[src/rtl/struct_s.sv]
// Shared type package for the packet admission gate and its neighbours.
package struct_s;

  typedef enum logic [1:0] {
    IDLE = 2'd0,
    PASS = 2'd1,
    DROP = 2'd2
  } gate_state_t;

  localparam int CNT_WIDTH = 32;

endpackage

[src/rtl/pkt_drop_gate_avlstrm_if.sv]
// Avalon-ST beat bundle; rx is the receiving side, tx the sending side (which also sees almost_full).
interface avl_stream_if #(
  parameter int DATA_WIDTH  = 512,
  parameter int EMPTY_WIDTH = 6
);

  logic [DATA_WIDTH-1:0]  data;
  logic                   sop;
  logic                   eop;
  logic [EMPTY_WIDTH-1:0] empty;
  logic                   valid;
  logic                   ready;
  logic                   almost_full;

  modport tx (
    output data, sop, eop, empty, valid,
    input  ready, almost_full
  );

  modport rx (
    input  data, sop, eop, empty, valid,
    output ready
  );

endinterface

[src/rtl/avlstrm_pipe_reg.sv]
// One-entry ready/valid register stage for Avalon-ST beats; holds its contents while stalled.
module avlstrm_pipe_reg #(
  parameter int DATA_WIDTH  = 512,
  parameter int EMPTY_WIDTH = 6
) (
  input  logic                   clk,
  input  logic                   rst,
  input  logic                   up_valid,
  output logic                   up_ready,
  input  logic [DATA_WIDTH-1:0]  up_data,
  input  logic                   up_sop,
  input  logic                   up_eop,
  input  logic [EMPTY_WIDTH-1:0] up_empty,
  output logic                   dn_valid,
  input  logic                   dn_ready,
  output logic [DATA_WIDTH-1:0]  dn_data,
  output logic                   dn_sop,
  output logic                   dn_eop,
  output logic [EMPTY_WIDTH-1:0] dn_empty
);

  assign up_ready = ~dn_valid | dn_ready;

  always_ff @(posedge clk) begin
    if (rst) begin
      dn_valid <= 1'b0;
      dn_data  <= '0;
      dn_sop   <= 1'b0;
      dn_eop   <= 1'b0;
      dn_empty <= '0;
    end else if (up_valid && up_ready) begin
      dn_valid <= 1'b1;
      dn_data  <= up_data;
      dn_sop   <= up_sop;
      dn_eop   <= up_eop;
      dn_empty <= up_empty;
    end else if (dn_ready) begin
      dn_valid <= 1'b0;
    end
  end

endmodule

[src/rtl/pkt_drop_gate_avlstrm.sv]
// Whole-packet admission gate in front of the packet FIFO: admits or discards each packet at its sop.
// Statistics counters exist only when PKT_GATE_STATS_EN is defined; otherwise they read as 0.
module pkt_drop_gate_avlstrm
  import struct_s::*;
#(
  parameter int DATA_WIDTH  = 512,
  parameter int EMPTY_WIDTH = 6
) (
  input  logic                 clk,
  input  logic                 rst,
  avl_stream_if.rx             in,
  avl_stream_if.tx             out,
  output logic [CNT_WIDTH-1:0] pkt_cnt,
  output logic [CNT_WIDTH-1:0] drop_cnt,
  output logic [CNT_WIDTH-1:0] err_cnt
);

  gate_state_t state, state_nxt;
  logic        accept;
  logic        fwd;
  logic        pipe_ready;
  logic        inc_pkt;
  logic        inc_drop;
  logic        inc_err;

  // A dropping packet is swallowed at full rate regardless of downstream backpressure.
  assign in.ready = (state == DROP) ? 1'b1 : pipe_ready;
  assign accept   = in.valid & in.ready;

  always_ff @(posedge clk) begin
    if (rst) state <= IDLE;
    else     state <= state_nxt;
  end

  always_comb begin
    state_nxt = state;
    fwd       = 1'b0;
    inc_pkt   = 1'b0;
    inc_drop  = 1'b0;
    inc_err   = 1'b0;
    case (state)
      IDLE: begin
        if (accept) begin
          if (!in.sop) begin
            inc_err = 1'b1;
          end else if (!out.almost_full) begin
            fwd = 1'b1;
            if (in.eop) inc_pkt   = 1'b1;
            else        state_nxt = PASS;
          end else begin
            inc_drop = 1'b1;
            if (!in.eop) state_nxt = DROP;
          end
        end
      end
      PASS: begin
        if (accept) begin
          if (in.sop) begin
            inc_err   = 1'b1;
            state_nxt = in.eop ? IDLE : DROP;
          end else begin
            fwd = 1'b1;
            if (in.eop) begin
              inc_pkt   = 1'b1;
              state_nxt = IDLE;
            end
          end
        end
      end
      DROP: begin
        if (accept) begin
          if (in.sop) inc_err   = 1'b1;
          if (in.eop) state_nxt = IDLE;
        end
      end
      default: state_nxt = IDLE;
    endcase
  end

  avlstrm_pipe_reg #(
    .DATA_WIDTH  (DATA_WIDTH),
    .EMPTY_WIDTH (EMPTY_WIDTH)
  ) u_out_reg (
    .clk      (clk),
    .rst      (rst),
    .up_valid (fwd),
    .up_ready (pipe_ready),
    .up_data  (in.data),
    .up_sop   (in.sop),
    .up_eop   (in.eop),
    .up_empty (in.empty),
    .dn_valid (out.valid),
    .dn_ready (out.ready),
    .dn_data  (out.data),
    .dn_sop   (out.sop),
    .dn_eop   (out.eop),
    .dn_empty (out.empty)
  );

`ifdef PKT_GATE_STATS_EN
  always_ff @(posedge clk) begin
    if (rst) begin
      pkt_cnt  <= '0;
      drop_cnt <= '0;
      err_cnt  <= '0;
    end else begin
      if (inc_pkt)  pkt_cnt  <= pkt_cnt  + 32'd1;
      if (inc_drop) drop_cnt <= drop_cnt + 32'd1;
      if (inc_err)  err_cnt  <= err_cnt  + 32'd1;
    end
  end
`else
  logic unused_stats;
  assign unused_stats = ^{inc_pkt, inc_drop, inc_err};
  assign pkt_cnt      = '0;
  assign drop_cnt     = '0;
  assign err_cnt      = '0;
`endif

endmodule
[src/flat_wrapper.sv]
// flat-port wrapper written by rule: the top's interface ports become plain ports
module pkt_drop_gate_avlstrm_flat import struct_s::*;
#(
  parameter int DATA_WIDTH  = 512,
  parameter int EMPTY_WIDTH = 6
)
  (clk, rst, pkt_cnt, drop_cnt, err_cnt, in_data, in_sop, in_eop, in_empty, in_valid, in_ready, out_data, out_sop, out_eop, out_empty, out_valid, out_ready, out_almost_full);
  avl_stream_if #(.DATA_WIDTH(DATA_WIDTH), .EMPTY_WIDTH(EMPTY_WIDTH)) in_i ();
  avl_stream_if #(.DATA_WIDTH(DATA_WIDTH), .EMPTY_WIDTH(EMPTY_WIDTH)) out_i ();
  input  logic clk;
  input  logic rst;
  output logic [CNT_WIDTH-1:0] pkt_cnt;
  output logic [CNT_WIDTH-1:0] drop_cnt;
  output logic [CNT_WIDTH-1:0] err_cnt;
  input wire logic [$bits(in_i.data)-1:0] in_data;
  input wire logic [$bits(in_i.sop)-1:0] in_sop;
  input wire logic [$bits(in_i.eop)-1:0] in_eop;
  input wire logic [$bits(in_i.empty)-1:0] in_empty;
  input wire logic [$bits(in_i.valid)-1:0] in_valid;
  output wire logic [$bits(in_i.ready)-1:0] in_ready;
  output wire logic [$bits(out_i.data)-1:0] out_data;
  output wire logic [$bits(out_i.sop)-1:0] out_sop;
  output wire logic [$bits(out_i.eop)-1:0] out_eop;
  output wire logic [$bits(out_i.empty)-1:0] out_empty;
  output wire logic [$bits(out_i.valid)-1:0] out_valid;
  input wire logic [$bits(out_i.ready)-1:0] out_ready;
  input wire logic [$bits(out_i.almost_full)-1:0] out_almost_full;
  assign in_i.data = in_data;
  assign in_i.sop = in_sop;
  assign in_i.eop = in_eop;
  assign in_i.empty = in_empty;
  assign in_i.valid = in_valid;
  assign in_ready = in_i.ready;
  assign out_data = out_i.data;
  assign out_sop = out_i.sop;
  assign out_eop = out_i.eop;
  assign out_empty = out_i.empty;
  assign out_valid = out_i.valid;
  assign out_i.ready = out_ready;
  assign out_i.almost_full = out_almost_full;
  pkt_drop_gate_avlstrm #(.DATA_WIDTH(DATA_WIDTH), .EMPTY_WIDTH(EMPTY_WIDTH)) u_core (.clk(clk), .rst(rst), .in(in_i), .out(out_i), .pkt_cnt(pkt_cnt), .drop_cnt(drop_cnt), .err_cnt(err_cnt));
endmodule
[config.mk]
export PLATFORM = sky130hd
export DESIGN_NAME = pkt_drop_gate_avlstrm_flat
export DESIGN_NICKNAME = d
export VERILOG_FILES = /design/src/rtl/struct_s.sv /design/src/rtl/pkt_drop_gate_avlstrm_if.sv /design/src/rtl/avlstrm_pipe_reg.sv /design/src/rtl/pkt_drop_gate_avlstrm.sv /design/src/flat_wrapper.sv
export SDC_FILE = /design/constraint.sdc
export NUM_CORES = 1
export LEC_CHECK = 0
export ABC_AREA = 1
export BUFFER_PORTS_ARGS = -buffer_cell sky130_fd_sc_hd__buf_2
export CORE_AREA = 2 2 449 451
export DETAILED_ROUTE_END_ITERATION = 6
export DIE_AREA = 0 0 451 453
export SYNTH_ARGS = -nofsm -noshare
export SYNTH_HDL_FRONTEND = slang
export SYNTH_SLANG_ARGS = --single-unit
[constraint.sdc]
create_clock -name clk -period 2.2 [get_ports clk]
set_clock_uncertainty 0.2 [all_clocks]
set_input_delay 0.44 -clock clk [delete_from_list [all_inputs] [get_ports clk]]
set_output_delay 0.44 -clock clk [all_outputs]
set_load 0.005 [all_outputs]
**Word-level counts from Yosys, hierarchy flattened**

Cells that the tools add are included.

- Bits in registers: 523
- Input port bits: 525
- Output and inout bits: 618
- Word-level logic and storage cells: 40

- Equality and inequality tests: 7
- Muxes and demuxes: 20
- Bitwise operators: 3
- Reductions and logical operators: 4

Operators by type and width:

| cell | number |
|---|---|
| two-way mux 2 bit | 10 |
| two-way mux 1 bit | 8 |
| inequality test 2 x 1 -> 1 bit (second input constant) | 3 |
| case mux 2 bit (3 select lines) | 1 |
| AND reduction 5 bit | 1 |
| inequality test 2 bit (second input constant) | 2 |
| == test 2 x 1 -> 1 bit (second input constant) | 1 |
| == test 2 bit (second input constant) | 1 |
| zero test 2 bit | 1 |
| case mux 1 bit (2 select lines) | 1 |
| nonzero test 2 bit | 1 |
| bitwise AND 1 bit | 1 |
| logical AND 1 bit | 1 |
| NOT 1 bit | 1 |
| OR 1 bit | 1 |

**Logic depth before layout (Yosys ltp)**

- Word-level depth: 8
- Mapped depth: 10
- Gate-level depth less buffers: 8

**By module**

A second synthesis with hierarchy kept.

- Cell total of the unflattened synthesis: 3,543
- Area, all modules: 23,936.7 µm²

By module, submodules not included:

| module | instances | cells an instance | area an instance (µm²) | sequential area each (µm²) |
|---|---|---|---|---|
| avlstrm_pipe_reg | 1 | 3,414 | 23,020.8 | 10,430.0 |
| pkt_drop_gate_avlstrm | 1 | 129 | 915.9 | 40.0 |

**Least setup slack after synthesis**

Ideal clock, no wire load.

- Kind: input-to-reg
- Start point: input out_ready
- End point: register u_core.u_out_reg.dn_data[462]
- Library setup time: 70 ps
- Arrival time: 1,370 ps
- Data required time: 1,930 ps
- Path slack: 559 ps
- Stages on the path: 8
- Path buffers: 1
- Cell sequence: nor2_1 nand2_2 nand2_2 inv_4 nand2_8 clkbuf_1 nand2_1 a21oi_1

- Word-level cells in the longest chain between the ends: 6
- Elaborated cells on any way between the ends: 7
- Those cells by class: mux: 4; bitwise: 2; reduce/logical: 1

Ends and longest elaborated chain:

| element | RTL line | text |
|---|---|---|
| start, declared | flat_wrapper.sv:26 | `input wire logic [$bits(out_i.ready)-1:0] out_ready;` |
| OR 1 bit * | avlstrm_pipe_reg.sv:22 | `assign up_ready = ~dn_valid \| dn_ready;` |
| two-way mux 1 bit * | pkt_drop_gate_avlstrm.sv:27 | `assign in.ready = (state == DROP) ? 1'b1 : pipe_ready;` |
| via in_ready | flat_wrapper.sv:20 | `output wire logic [$bits(in_i.ready)-1:0] in_ready;` |
| bitwise AND 1 bit * | pkt_drop_gate_avlstrm.sv:28 | `assign accept = in.valid & in.ready;` |
| two-way mux 1 bit (on tied branches) | - |  |
| case mux 1 bit (2 select lines) * | pkt_drop_gate_avlstrm.sv:41 | `case (state)` |
| logical AND 1 bit * | avlstrm_pipe_reg.sv:31 | `end else if (up_valid && up_ready) begin` |
| end signal, assigned | avlstrm_pipe_reg.sv:33 | `dn_data <= up_data;` |
| end, declared | avlstrm_pipe_reg.sv:16 | `output logic [DATA_WIDTH-1:0] dn_data,` |

Mark *: on every way through the listed nets, which the timed path passes. The rest lies on a longest branch.
A chain may end at the register's enable or synchronous reset.

**Worst setup path in the final report**

- Start point: register u_core.state[1]
- End point: register u_core.u_out_reg.dn_data[236]

- Word-level cells in the longest chain between the ends: 6
- Elaborated cells on any way between the ends: 9
- Those cells by class: eq/ne: 2; mux: 4; bitwise: 1; reduce/logical: 2

Ends and longest elaborated chain:

| element | RTL line | text |
|---|---|---|
| start, declared | pkt_drop_gate_avlstrm.sv:18 | `gate_state_t state, state_nxt;` |
| start signal, assigned | pkt_drop_gate_avlstrm.sv:32 | `else state <= state_nxt;` |
| == test 2 bit | pkt_drop_gate_avlstrm.sv:27 |  |
| two-way mux 1 bit | pkt_drop_gate_avlstrm.sv:27 |  |
| bitwise AND 1 bit | pkt_drop_gate_avlstrm.sv:28 |  |
| two-way mux 1 bit (on tied branches) | - |  |
| case mux 1 bit (2 select lines) * | pkt_drop_gate_avlstrm.sv:41 |  |
| logical AND 1 bit * | avlstrm_pipe_reg.sv:31 |  |

Every way passes the cells marked *; elsewhere a longest branch is shown, timed or not.

==> impl_metrics.tcl <==
set metrics [dict create \
    ios 1143 \
    vias 25090 \
    cts_max_level 3 \
    tns_ps 0 \
    power_frac_comb_pct 16.3 \
    drt_iter0_drc 2320 \
    grt-ovfl-total 0 \
    drtPass1Iterations 7 \
    drc 0 \
    power_frac_seq_pct 39.0 \
    port_buffers 1046 \
    max_freq_mhz 468.3 \
    power.density_mw_per_mm2 705.4 \
    post-synth-top-count-cell "nand2_1" \
    drv_slew 0 \
    synthTopCellsByArea "dfxtp_1 (52%), nand3_1 (13%), a21oi_1 (13%)" \
    place_area_sq_mm 0.02849 \
    switchingPower_uw 7684 \
    p_sw_share_pct 29.83 \
    synth_cell_types 20 \
    syn_avg_cell_area_sq_um 8.174 \
    ys_seq_elements 523 \
    dp.cells 6047 \
    post-route-util_pct 18.33 \
    vias_per_cell 3.723 \
    grt_pass1_wl_mm 212.1 \
    final_nets 4522 \
    cts_sinks 523 \
    wirelength_mm 167.8 \
    worstSetupEndpointType "register" \
    cts.path.max_buffers 3 \
    tightest_slew_ps 501.8 \
    hold_violations 0 \
    busiest_layer "met2" \
    finalCritPeriodShare_pct 97.07 \
    clk_latency_ps 680 \
    clk_root_buffer_cell "clkbuf_16" \
    wl_per_cell_um 24.89 \
    tritoncts "built" \
    hp-class "in -> reg" \
    crit_fanout 35 \
    max_cap_violations 0 \
    ir_drop_mv 0.4654 \
    drive_gt1_share_pct 32.38 \
    nFillCells 22410 \
    ys.flop_type "dfxtp_1" \
    rsz0062_at_grt "yes" \
    finalCriticalPeriod_ps 2136 \
    criticalPathCategory "reg -> reg" \
    grt_start_max_net_pins 103 \
    gr-usage-met3_pct 6.382 \
    outcome "finished, final reports clean" \
    clockPowerShare_pct 44.7 \
    required_ps 2560 \
    syn_to_final_growth_pct 83.01 \
    netlist_instances 2441 \
    initial_core_util_pct 10.01 \
    p_leak_uw 0.01528 \
    ff2ff_setup_slack_ps 60 \
    syn_area_sq_mm 0.01995 \
    grt_usage_pct 15.26 \
    die_width_um 451 \
    synth_seq_area_share_pct 52.47 \
    die_h_um 453 \
    grtUsageMet2_pct 24.18 \
    row_count 164 \
    setup_violations 0 \
    grt_pass1_vias 23690 \
    clkTransAtPathRegs_ps 60 \
    synth_top_area_cell "dfxtp_1" \
    grt_antenna_before_repair 74 \
    synth_edf_count 0 \
    ys_warn_count 0 \
    async_reset_ff_share_pct 0 \
    power.internal_uw 18070 \
    critPathLaunchType "register" \
    hpwl_mm 134.6 \
    slew_headroom_pct 66.54 \
    core_region_area_sq_mm 0.1992 \
    gp_congestion 0.9819 \
    worst_ep_arrival_time_ps 2490 \
    synth_common_cells "nand2_1 (527), nand3_1 (525), a21oi_1 (523), dfxtp_1 (523), buf_4 (111)" \
    synth_top_area_share_pct 52.47 \
    fin_cells 6741 \
    fp.dieArea_sq_mm 0.2043 \
    final_cell_area_sq_mm 0.03652 \
    antenna_left 0 \
    cts_buffers 69 \
    use_met1_pct 17.80 \
]
[routing by layer]
layer  share of wire (%)  up-vias
li1                    -    11240
met1                  38    12100
met2                  46     1435
met3                  11      318
met4                 5.1        8
met5               0.027        -
[timing repair]
item	in CTS	in global routing
pin swaps	2	2
endpoints found under the setup margin	329	253
hold buffers	522	0
endpoints found under the hold margin	522	0
buffers inserted	4	0
gates cloned	2	8
resized for setup	15	22
[registers in the layout, summed over array words and instances, names as in the netlist]
name                       count
u_core.state                   2
u_core.u_out_reg.dn_empty      6
u_core.u_out_reg.dn_data     512
u_core.u_out_reg.dn_valid      1
u_core.u_out_reg.dn_sop        1
u_core.u_out_reg.dn_eop        1
[path summary, 6_finish.rpt]
kind,startpoint,to,cells after the start
hold / removal,in_data[346],u_core.u_out_reg.dn_data[346]$_SDFFE_PP0P_,4
setup / recovery,u_core.state[1]$_SDFFE_PP0P_,u_core.u_out_reg.dn_data[236]$_SDFFE_PP0P_,10
setup reg to reg,u_core.state[1]$_SDFFE_PP0P_,u_core.u_out_reg.dn_data[236]$_SDFFE_PP0P_,10
hold reg to reg,u_core.u_out_reg.dn_data[92]$_SDFFE_PP0P_,u_core.u_out_reg.dn_data[92]$_SDFFE_PP0P_,2
[cells by family (layout without fill, tap and decap cells)]
| family | Yosys count | after routing | share of synthesized area (%) |
|---|---|---|---|
| other cells | 1 | 135 | 0.01879 |
| simple gates | 1061 | 1061 | 23.44 |
| flops | 523 | 523 | 52.47 |
| buf+inv | 332 | 1842 | 10.92 |
| compound gates | 524 | 524 | 13.14 |
[cell type report]
type	instances	area (sq um)	area share, %
clock inverter	24	322.8	0.8840
tap	2656	3323	9.101
sequential	523	10470	28.68
timing repair buffer	1715	12650	34.64
antenna	39	97.59	0.2673
inverter	7	42.54	0.1165
multi-input combinational	1681	7712	21.12
clock buffer	96	1898	5.198
[power by group through the flow]
stage	combinational (uW)	sequential (uW)	clock, uW
2_1_floorplan	1320	10200	0
3_3_place_gp	3150	10200	0
5_1_grt	4470	10100	12200
3_5_place_dp	3150	10200	0
6_report	4190	10000	11500
4_1_cts	4100	10000	12000
[critical path: stages (launching register included)]
cell       delay [ps]
dfxtp_1           310
buf_4             150
nor2_2            150
nand2_1           150
nand2_8           150
buf_12            130
nand2_8           110
buf_16            200
clkbuf_16         240
nand2_1            70
a21oi_1            50
[through the flow]
step	hold slack [ps]	total power (uW)	setup WS [ps]
after floorplan	255.4	11560	559.3
after global placement	243.8	13390	-241.4
after detailed placement	248.9	13390	-208.6
after CTS	6.263	26090	-12.98
after global routing	55.04	26780	-11.75
final	111.2	25760	64.43
[layout by cell type (no fill, tap or decap), types with 3 or more instances in the layout]
master / instances
buf_2: 1043
nand2_1: 527
a21oi_1: 522
dlygate4sd3_1: 522
dfxtp_1: 522
nand3_1: 521
conb_1: 96
clkbuf_16: 77
buf_4: 67
buf_12: 53
diode_2: 39
clkbuf_1: 20
buf_16: 10
buf_6: 9
clkbuf_8: 7
nand3_2: 5
clkinv_2: 5
inv_1: 4
inv_16: 4
clkinvlp_4: 4
clkinv_4: 3
(Power assumes the default switching activity.)
